$ cat config.mk
export PLATFORM = sky130hd
export DESIGN_NAME = timer_set_ctrl
export DESIGN_NICKNAME = d
export VERILOG_FILES = /design/src/rtl/timer_set_ctrl.sv
export SDC_FILE = /design/constraint.sdc
export NUM_CORES = 1
export LEC_CHECK = 0
export CORE_AREA = 2 2 83 69
export CTS_BUF_LIST = sky130_fd_sc_hd__clkbuf_16
export DETAILED_ROUTE_END_ITERATION = 10
export DIE_AREA = 0 0 85 71
export GPL_TIMING_DRIVEN = 0
export PLACE_DENSITY = 0.79
export RECOVER_POWER = 50
export SLEW_MARGIN = 15
export SYNTH_ARGS = -nofsm -noshare
export SYNTH_HDL_FRONTEND = slang
export SYNTH_SLANG_ARGS = --single-unit
$ cat constraint.sdc
create_clock -name clk -period 5.1 [get_ports clk]
set_input_delay 0.51 -clock clk [delete_from_list [all_inputs] [get_ports clk]]
set_output_delay 0.51 -clock clk [all_outputs]
set_load 0.02 [all_outputs]
$ cat src/rtl/timer_set_ctrl.sv
// Front-panel edit controller for the MM:SS timer value.
// Captures the running time, edits one BCD digit at a time, commits with a load strobe.
module timer_set_ctrl #(
    parameter int BLINK_DIV = 25_000_000
) (
    input  logic        clk,
    input  logic        rst,
    input  logic [15:0] cur_time,
    input  logic        btn_set,
    input  logic        btn_next,
    input  logic        btn_inc,
    input  logic        btn_dec,
    input  logic        btn_ok,
    output logic [15:0] set_value,
    output logic        mux_sel,
    output logic        load,
    output logic [1:0]  digit_sel,
    output logic        blink
);

    localparam int CW = (BLINK_DIV > 2) ? $clog2(BLINK_DIV) : 1;
    localparam logic [CW-1:0] CNT_TOP = CW'(BLINK_DIV - 1);

    typedef enum logic [1:0] {
        IDLE   = 2'd0,
        EDIT   = 2'd1,
        COMMIT = 2'd2
    } state_t;

    state_t state, state_n;

    logic [4:0] btn_q;
    logic e_set, e_next, e_inc, e_dec, e_ok;

    logic [CW-1:0]   cnt;
    logic [3:0][3:0] dv;
    logic [3:0]      dig;
    logic [3:0]      top;
    logic [15:0]     val_n;

    // Out-of-range digits become 0 so editing always starts from valid BCD
    function automatic logic [15:0] clean(input logic [15:0] v);
        logic [15:0] r;
        r[15:12] = (v[15:12] > 4'd5) ? 4'd0 : v[15:12];
        r[11:8]  = (v[11:8]  > 4'd9) ? 4'd0 : v[11:8];
        r[7:4]   = (v[7:4]   > 4'd5) ? 4'd0 : v[7:4];
        r[3:0]   = (v[3:0]   > 4'd9) ? 4'd0 : v[3:0];
        return r;
    endfunction

    // Button history; tracks live levels during reset so held buttons do not act
    always_ff @(posedge clk) begin
        btn_q <= {btn_set, btn_next, btn_inc, btn_dec, btn_ok};
    end

    assign e_set  = btn_set  & ~btn_q[4];
    assign e_next = btn_next & ~btn_q[3];
    assign e_inc  = btn_inc  & ~btn_q[2];
    assign e_dec  = btn_dec  & ~btn_q[1];
    assign e_ok   = btn_ok   & ~btn_q[0];

    // State register
    always_ff @(posedge clk) begin
        if (rst) state <= IDLE;
        else     state <= state_n;
    end

    // Next-state logic: set beats ok inside EDIT
    always_comb begin
        state_n = state;
        unique case (state)
            IDLE:    if (e_set) state_n = EDIT;
            EDIT: begin
                if (e_set)     state_n = IDLE;
                else if (e_ok) state_n = COMMIT;
            end
            COMMIT:  state_n = IDLE;
            default: state_n = IDLE;
        endcase
    end

    // Outputs decoded from the state register only
    always_comb begin
        mux_sel = (state == EDIT) || (state == COMMIT);
        load    = (state == COMMIT);
    end

    // Selected-digit inc/dec with per-digit wrap; inc and dec together cancel
    always_comb begin
        dv  = set_value;
        dig = dv[digit_sel];
        top = digit_sel[0] ? 4'd5 : 4'd9;
        if (e_inc && !e_dec) begin
            dv[digit_sel] = (dig >= top) ? 4'd0 : dig + 4'd1;
        end else if (e_dec && !e_inc) begin
            dv[digit_sel] = (dig == 4'd0 || dig > top) ? top : dig - 4'd1;
        end
        val_n = dv;
    end

    // Edit datapath: captured value, digit pointer and blink phase
    always_ff @(posedge clk) begin
        if (rst) begin
            set_value <= 16'h0000;
            digit_sel <= 2'd3;
            blink     <= 1'b0;
            cnt       <= '0;
        end else begin
            unique case (state)
                IDLE: begin
                    blink <= 1'b0;
                    cnt   <= '0;
                    if (e_set) begin
                        set_value <= clean(cur_time);
                        digit_sel <= 2'd3;
                        blink     <= 1'b1;
                    end
                end
                EDIT: begin
                    if (e_set || e_ok) begin
                        blink <= 1'b0;
                        cnt   <= '0;
                    end else if (e_next) begin
                        digit_sel <= digit_sel - 2'd1;
                        blink     <= 1'b1;
                        cnt       <= '0;
                    end else begin
                        set_value <= val_n;
                        if (cnt == CNT_TOP) begin
                            cnt   <= '0;
                            blink <= ~blink;
                        end else begin
                            cnt <= cnt + 1'b1;
                        end
                    end
                end
                default: begin
                    blink <= 1'b0;
                    cnt   <= '0;
                end
            endcase
        end
    end

endmodule
==> impl_table.tex, run 1 <==
\begin{tabular}{lr}
\hline
Metric & Value \\
\hline
\multicolumn{2}{l}{\textbf{Setup path}} \\
Depth of the worst register-to-register path & 10 \\
Endpoint of the most critical setup path & set\_value[9] \\
Data required time of the worst path & 5.31 ns \\
Worst Path Max Fanout & 8 \\
Startpoint class of the critical path & flip-flop \\
Nature of the critical path endpoint & flip-flop \\
CP Cell Sequence & buf\_6, mux4\_1, inv\_1, ha\_1, nor2b\_1, o21ai\_0, a21oi\_1, o32ai\_1, a22oi\_1, a211oi\_1 \\
Reg2Reg Setup Slack & 1.55 ns \\
Critical R2R Capture & set\_value[9] \\
Signal arrival time at the worst endpoint & 3.76 ns \\
Crit path kind & reg2reg \\
Crit-path max cell delay & 0.75 ns \\
Crit-path slowest cell & sky130\_fd\_sc\_hd\_\_o32ai\_1 \\
Reg-to-reg startpoint & digit\_sel[0] \\
Worst Setup SP & digit\_sel[0] \\
\multicolumn{2}{l}{\textbf{Global routing}} \\
Initial antenna violation count & 0 \\
Global-route wire length before repair & 10900 um \\
Overall routing resource usage & 22.32\% \\
Vias in the first global route & 2292 \\
GR Overflow Total & 0 \\
Largest net degree at the start of global routing & 16 \\
\multicolumn{2}{l}{\textbf{Finish}} \\
Layout area overhead & 23.72\% \\
Post-route insts no fill & 438 \\
Number of inserted diodes & 0 \\
Number of filler instances in the final layout & 447 \\
Final instance area & 3400 um2 \\
Fraction of layout cells with a size suffix above 1 & 5.630\% \\
Post-layout util & 64.69\% \\
Count of nets after finishing & 408 \\
\multicolumn{2}{l}{\textbf{Die}} \\
Core Footprint & 5255 um2 \\
Cell row count & 24 \\
I/O pins & 44 \\
Die width & 85 um \\
Vertical extent of the die & 71 um \\
Starting density of the core & 52.29\% \\
Floorplan die area & 6035 um2 \\
\multicolumn{2}{l}{\textbf{Clocking}} \\
Num CTS Buffers & 5 \\
CTS tree & done \\
Post-CTS clock slew at the launch and capture registers of the worst setup and hold paths & 0.07 ns \\
Post-cts sizing count & 0 \\
Number of buffers between clock root and the deepest sink & 2 \\
H-tree depth & 2 \\
Number of hold buffers added after cts & 0 \\
Number of clock sinks seen by CTS & 51 \\
Later-pin clock latency in the skew report & 0.29 ns \\
Clk Tree Root Cell & sky130\_fd\_sc\_hd\_\_clkbuf\_16 \\
Number of buffers inserted to repair setup after CTS & 0 \\
\multicolumn{2}{l}{\textbf{STA}} \\
Fraction of the cycle the final worst path needs & 69.65\% \\
Headroom to the max-slew limit & 44.96\% \\
Setup repair after global routing missed its margin & false \\
Maximum clock rate & 0.2815 GHz \\
TNS Setup & 0 ns \\
Slew Viols, Final & 0 \\
Number of failing hold endpoints at the final stage & 0 \\
Worst Clk Skew & 0.006724 ns \\
Minimum clock period after layout & 3.552 ns \\
Transition at the pin with the smallest max-transition slack & 0.8230 ns \\
Final setup violation count & 0 \\
\multicolumn{2}{l}{\textbf{Synth}} \\
Cell types with the largest area share after synthesis & sky130\_fd\_sc\_hd\_\_dfxtp\_1 (37\%), sky130\_fd\_sc\_hd\_\_nor2\_1 (7.4\%), sky130\_fd\_sc\_hd\_\_ha\_1 (5.9\%) \\
Most frequently used flop master after synthesis & sky130\_fd\_sc\_hd\_\_dfxtp\_1 \\
Post-synth net total & 358 \\
Gate Count Post-Synth & 322 \\
Area share of the largest cell type after synthesis & 37.16\% \\
Synth warnings & 0 \\
Cell area after synthesis & 2748 um2 \\
Count of cell types in the netlist & 46 \\
Post-synthesis sequential element count & 51 \\
Register area share after synthesis & 37.16\% \\
Most repeated cell in the gate-level netlist after synthesis & sky130\_fd\_sc\_hd\_\_nor2\_1 \\
Post-synth ARST share & 0\% \\
Synth area leader & sky130\_fd\_sc\_hd\_\_dfxtp\_1 \\
Mapped Avg Cell Area & 8.533 um2 \\
Number of flops mapped to enable cells by yosys & 0 \\
Most instantiated cells after synthesis & sky130\_fd\_sc\_hd\_\_nor2\_1 (54), sky130\_fd\_sc\_hd\_\_dfxtp\_1 (51), sky130\_fd\_sc\_hd\_\_nand3\_1 (21) \\
\multicolumn{2}{l}{\textbf{Drt}} \\
DRC violations left & 0 \\
First-pass DRT Iterations & 4 \\
Mean routed wirelength per cell & 14.71 um \\
Antenna Nets Post-Route & 0 \\
Vias per std cell & 5.735 \\
DRC violation total after the first TritonRoute iteration & 169 \\
Drt total wl & 6442 um \\
Routed via count & 2512 \\
\multicolumn{2}{l}{\textbf{Run status}} \\
Status & completed \\
\multicolumn{2}{l}{\textbf{Place}} \\
Placed standard-cell area & 3259 um2 \\
Placer congestion estimate & 0.8982 \\
Total half-perimeter wirelength after legalization and detailed placement & 4812 um \\
Post-Place Cells & 430 \\
Quantity of I/O buffers inserted on ports & 43 \\
\multicolumn{2}{l}{\textbf{Power and ir drop}} \\
Static power due to leakage & 1.257 nW \\
Power per Cell Area & 279.4 nW/um2 \\
Worst ir drop on vdd & 0.1729 mV \\
\multicolumn{2}{l}{\textbf{Min path}} \\
Worst hold path class & reg2reg \\
\multicolumn{2}{l}{\textbf{Flow run}} \\
Maximum capacitance violations & 0 \\
\hline
\end{tabular}
power breakdown:
| part | total [mW] | switching, mW | internal, mW |
|---|---|---|---|
| sequential | 0.427 | 0.0115 | 0.415 |
| clock | 0.321 | 0.141 | 0.179 |
| combinational | 0.202 | 0.116 | 0.0865 |
cell type report:
class	instances	area (um2)	share of cell area, %
timing repair buffer	43	430.4	12.66
sequential	51	1021	30.03
tap	65	81.33	2.392
inverter	16	60.06	1.767
clock buffer	5	125.1	3.681
multi-input combinational	245	1618	47.59
buffer	10	47.55	1.399
clock inverter	3	16.27	0.4785
how the worst min path moves through the flow:
stage                            start           end  slack (ns)  cells past startpoint
after floorplan                 cnt[0]        cnt[0]        0.44                      1
after global placement          cnt[0]        cnt[0]        0.46                      1
after detailed placement        cnt[0]        cnt[0]        0.47                      1
after CTS                       cnt[0]        cnt[0]        0.49                      1
after global routing      set_value[2]  set_value[2]        0.53                      2
final                           cnt[0]        cnt[0]        0.48                      1
logic make-up after synthesis:
group / share of synthesized area, %
AOI/OAI and AO/OA: 16.07
and+or+nand+nor: 24.41
adders and majority gates: 5.920
DFF: 37.16
buffers and inverters: 3.962
xor gates and xnor gates: 8.925
muxes: 3.552
critical path: cells and delay by family, from the launching register on:
kind                       cells  cell delay, ns
muxes                          1            0.70
buffers and inverters          2            0.30
AOI/OAI and AO/OA              5            1.69
DFF                            1            0.47
adders and majority gates      1            0.25
and+or+nand+nor                1            0.07
layer usage:
| layer | global-route usage (%) | wire length [um] | up-vias |
|---|---|---|---|
| met4 | 5.820 | 64 | 0 |
| met3 | 3.967 | 518 | 6 |
| li1 | - | - | 1251 |
| met5 | 0 | 0 | - |
| met1 | 31.20 | 2921 | 1170 |
| met2 | 35.85 | 2938 | 85 |
registers in the layout (all words and copies together), names as in the netlist:
name and count:
cnt 25, blink 1, digit_sel 2, btn_q 5, set_value 16, state 2
cell usage in the layout (no fill, tap or decap), drive strengths merged, types with 3 or more instances in the layout:
cell type	Yosys	layout
ha	13	13
o21bai	5	5
nand2	17	17
nor4b	3	3
nand3	21	21
mux4	4	4
clkbuf	4	11
inv	16	17
a31oi	5	5
clkdlybuf4s50	0	17
nor3	6	6
xnor2	13	13
dlygate4sd3	0	26
nand2b	5	5
dfxtp	51	51
and3	4	4
nor2	54	54
and2	3	3
buf	6	4
a211oi	9	9
nand4	5	5
and4	3	3
xor2	15	15
o21ai	15	15
or3b	3	3
a21oi	14	14
a311oi	8	8
per-stage QoR:
| step | hold WS (ns) | setup WS (ns) | power [mW] |
|---|---|---|---|
| after detailed placement | 0.4703 | 1.768 | 0.6413 |
| after global routing | 0.5335 | 1.417 | 0.9921 |
| final | 0.4846 | 1.548 | 0.9500 |
| after CTS | 0.4855 | 1.718 | 0.9604 |
| after global placement | 0.4627 | 1.784 | 0.6395 |
| after floorplan | 0.4378 | 2.195 | 0.5629 |
No activity file was read; power rests on OpenSTA's default activity.
==> run 2, diff against run 1 <==
--- a/config.mk
+++ b/config.mk
@@ -5,12 +5,12 @@
 export SDC_FILE = /design/constraint.sdc
 export NUM_CORES = 1
 export LEC_CHECK = 0
-export CORE_AREA = 2 2 83 69
+export CORE_AREA = 2 2 84 70
 export CTS_BUF_LIST = sky130_fd_sc_hd__clkbuf_16
 export DETAILED_ROUTE_END_ITERATION = 10
-export DIE_AREA = 0 0 85 71
+export DIE_AREA = 0 0 86 72
 export GPL_TIMING_DRIVEN = 0
-export PLACE_DENSITY = 0.79
+export PLACE_DENSITY = 0.77
 export RECOVER_POWER = 50
 export SLEW_MARGIN = 15
 export SYNTH_ARGS = -nofsm -noshare
==> constraint.sdc (replaced) <==
create_clock -name clk -period 3.5 [get_ports clk]
set_input_delay 0.35 -clock clk [delete_from_list [all_inputs] [get_ports clk]]
set_output_delay 0.35 -clock clk [all_outputs]
set_load 0.02 [all_outputs]
==> run 2 against run 1 <==
Sequential power rose by 46%. Via count rose by 0.48%. Critical path type unchanged. Final area rose by 0.99%. Critical path depth did not move. Fmax rose by 9.0%. Sequential cell count did not move. Clock power rose by 72%. Highest routed layer unchanged. Non-clock buffer count did not move.
==> impl_table.tex, run 2 (same netlist as run 1, synthesis figures left out) <==
\begin{tabular}{lr}
\hline
Metric & Value \\
\hline
\multicolumn{2}{l}{\textbf{Global routing}} \\
Vias in the first global route & 2275 \\
GR Overflow Total & 0 \\
Overall routing resource usage & 22.28\% \\
Initial antenna violation count & 0 \\
Largest net degree at the start of global routing & 16 \\
Global-route wire length before repair & 10870 um \\
\multicolumn{2}{l}{\textbf{Finish}} \\
Commonest cells after routing, fill and taps aside & sky130\_fd\_sc\_hd\_\_nor2\_1 (54), sky130\_fd\_sc\_hd\_\_dfxtp\_1 (51), sky130\_fd\_sc\_hd\_\_dlygate4sd3\_1 (26), sky130\_fd\_sc\_hd\_\_nand3\_1 (21) \\
Leading cell type in the layout, fill and taps excluded & sky130\_fd\_sc\_hd\_\_nor2\_1 \\
Top Registers & cnt: 25 flops, set\_value: 16 flops, btn\_q: 5 flops \\
Most flop-heavy register & cnt \\
Layout area overhead & 24.95\% \\
Fraction of layout cells with a size suffix above 1 & 6.183\% \\
Number of inserted diodes & 0 \\
Flip-flop count of the largest register, all copies and words added & 25 \\
Number of filler instances in the final layout & 445 \\
Post-route insts no fill & 437 \\
Count of nets after finishing & 408 \\
\multicolumn{2}{l}{\textbf{Die}} \\
Die width & 86 um \\
Floorplan die area & 6192 um2 \\
Vertical extent of the die & 72 um \\
I/O pins & 44 \\
Core Footprint & 5315 um2 \\
Starting density of the core & 51.69\% \\
Cell row count & 24 \\
\multicolumn{2}{l}{\textbf{STA}} \\
Worst Clk Skew & 0.006971 ns \\
Slew Viols, Final & 0 \\
Setup repair after global routing missed its margin & false \\
Setup slack after layout & 0.2413 ns \\
Minimum clock period after layout & 3.259 ns \\
Final setup violation count & 0 \\
TNS Setup & 0 ns \\
Maximum clock rate & 0.3069 GHz \\
Number of failing hold endpoints at the final stage & 0 \\
Fraction of the cycle the final worst path needs & 93.11\% \\
Headroom to the max-slew limit & 59.02\% \\
Worst Hold Slack & 0.4892 ns \\
Transition at the pin with the smallest max-transition slack & 0.6147 ns \\
\multicolumn{2}{l}{\textbf{Power and ir drop}} \\
Static power due to leakage & 1.265 nW \\
Worst ir drop on vdd & 0.2694 mV \\
Final Power & 1.477 mW \\
Power per Cell Area & 430.1 nW/um2 \\
\multicolumn{2}{l}{\textbf{Run status}} \\
Status & completed \\
\multicolumn{2}{l}{\textbf{Drt}} \\
Routed via count & 2524 \\
Mean routed wirelength per cell & 14.87 um \\
Vias per std cell & 5.776 \\
Antenna Nets Post-Route & 0 \\
DRC violations left & 0 \\
DRC violation total after the first TritonRoute iteration & 215 \\
First-pass DRT Iterations & 5 \\
Drt total wl & 6500 um \\
\multicolumn{2}{l}{\textbf{Place}} \\
Quantity of I/O buffers inserted on ports & 43 \\
Placer congestion estimate & 0.8961 \\
Total half-perimeter wirelength after legalization and detailed placement & 4934 um \\
Post-Place Worst Slack & 0.1227 ns \\
Post-Place Cells & 430 \\
\multicolumn{2}{l}{\textbf{Setup path}} \\
Crit-path slowest cell & sky130\_fd\_sc\_hd\_\_mux4\_1 \\
CP Cell Sequence & buf\_6, mux4\_1, inv\_1, ha\_1, nor2b\_1, o21ai\_0, a21oi\_1, o32ai\_2, a22oi\_1, a211oi\_1 \\
Startpoint class of the critical path & flip-flop \\
Crit path kind & reg2reg \\
Nature of the critical path endpoint & flip-flop \\
Data required time of the worst path & 3.71 ns \\
Crit-path max cell delay & 0.74 ns \\
Worst Path Max Fanout & 8 \\
Dominant delay contributor by cell family on the critical path & compound AO/OA/AOI/OAI gates \\
Signal arrival time at the worst endpoint & 3.47 ns \\
WP buf/inv & 2 \\
\multicolumn{2}{l}{\textbf{Min path}} \\
Worst hold path class & reg2reg \\
\multicolumn{2}{l}{\textbf{Clocking}} \\
Number of buffers between clock root and the deepest sink & 2 \\
Number of clock sinks seen by CTS & 51 \\
Later-pin clock latency in the skew report & 0.29 ns \\
H-tree depth & 2 \\
Clk Tree Root Cell & sky130\_fd\_sc\_hd\_\_clkbuf\_16 \\
CTS tree & done \\
Num CTS Buffers & 5 \\
Post-CTS clock slew at the launch and capture registers of the worst setup and hold paths & 0.07 ns \\
\multicolumn{2}{l}{\textbf{Flow run}} \\
Maximum capacitance violations & 0 \\
\hline
\end{tabular}
==> run 2: cell count changes in the layout (fill, tap and decap cells not counted) <==
cell | before | now
sky130_fd_sc_hd__o32ai_2 | 0 | 1
sky130_fd_sc_hd__bufinv_16 | 0 | 1
sky130_fd_sc_hd__a211oi_2 | 0 | 1
sky130_fd_sc_hd__a211oi_1 | 9 | 8
sky130_fd_sc_hd__inv_1 | 17 | 16
sky130_fd_sc_hd__clkinv_2 | 1 | 0
sky130_fd_sc_hd__o32ai_1 | 1 | 0
==> run 2: worst paths after layout <==
kind                  endpoint  slack [ns]    startpoint  cells past startpoint
setup / recovery  set_value[1]        0.24  digit_sel[0]                     10
hold / removal          cnt[0]        0.49        cnt[0]                      1
setup reg to reg  set_value[1]        0.24  digit_sel[0]                     10
hold reg to reg         cnt[0]        0.49        cnt[0]                      1
==> run 2: repair_timing <==
item	4_1_cts	5_1_grt
resized for setup	0	2
setup endpoints to repair	0	5
setup buffers	0	0
hold buffers	0	0
==> run 2: power by group <==
| part | switching, mW | internal (mW) | leakage (nW) |
|---|---|---|---|
| combinational | 0.173 | 0.130 | 0.774 |
| sequential | 0.0176 | 0.605 | 0.415 |
| clock | 0.218 | 0.333 | 0.0759 |
| total | 0.408 | 1.07 | 1.27 |
==> run 2: area by class of cell <==
cell class	instances	area (um2)	area share, %
Buffer	10	47.55	1.385
Timing Repair Buffer	43	430.4	12.54
Clock inverter	2	37.54	1.093
Clock buffer	5	125.1	3.644
Inverter	16	60.06	1.749
Multi-Input combinational cell	245	1630	47.49
Tap cell	65	81.33	2.369
Sequential cell	51	1021	29.74
==> run 2: per-stage QoR <==
| stage | area [um2] | utilization (%) |
|---|---|---|
| 2_1_floorplan | 2748 | - |
| 3_3_place_gp | 3259 | 61.32 |
| 3_5_place_dp | 3259 | 61.32 |
| 4_1_cts | 3422 | 64.38 |
| 5_1_grt | 3433 | 64.60 |
| 6_report | 3433 | 64.60 |
==> run 2: per-layer routing <==
metal / part of all wire, % / vias up / GRT usage (%)
li1: - / 1253 / -
met1: 47 / 1150 / 32.38
met2: 43 / 112 / 33.25
met3: 8.8 / 9 / 3.527
met4: 1.2 / 0 / 8.818
met5: 0 / - / 0
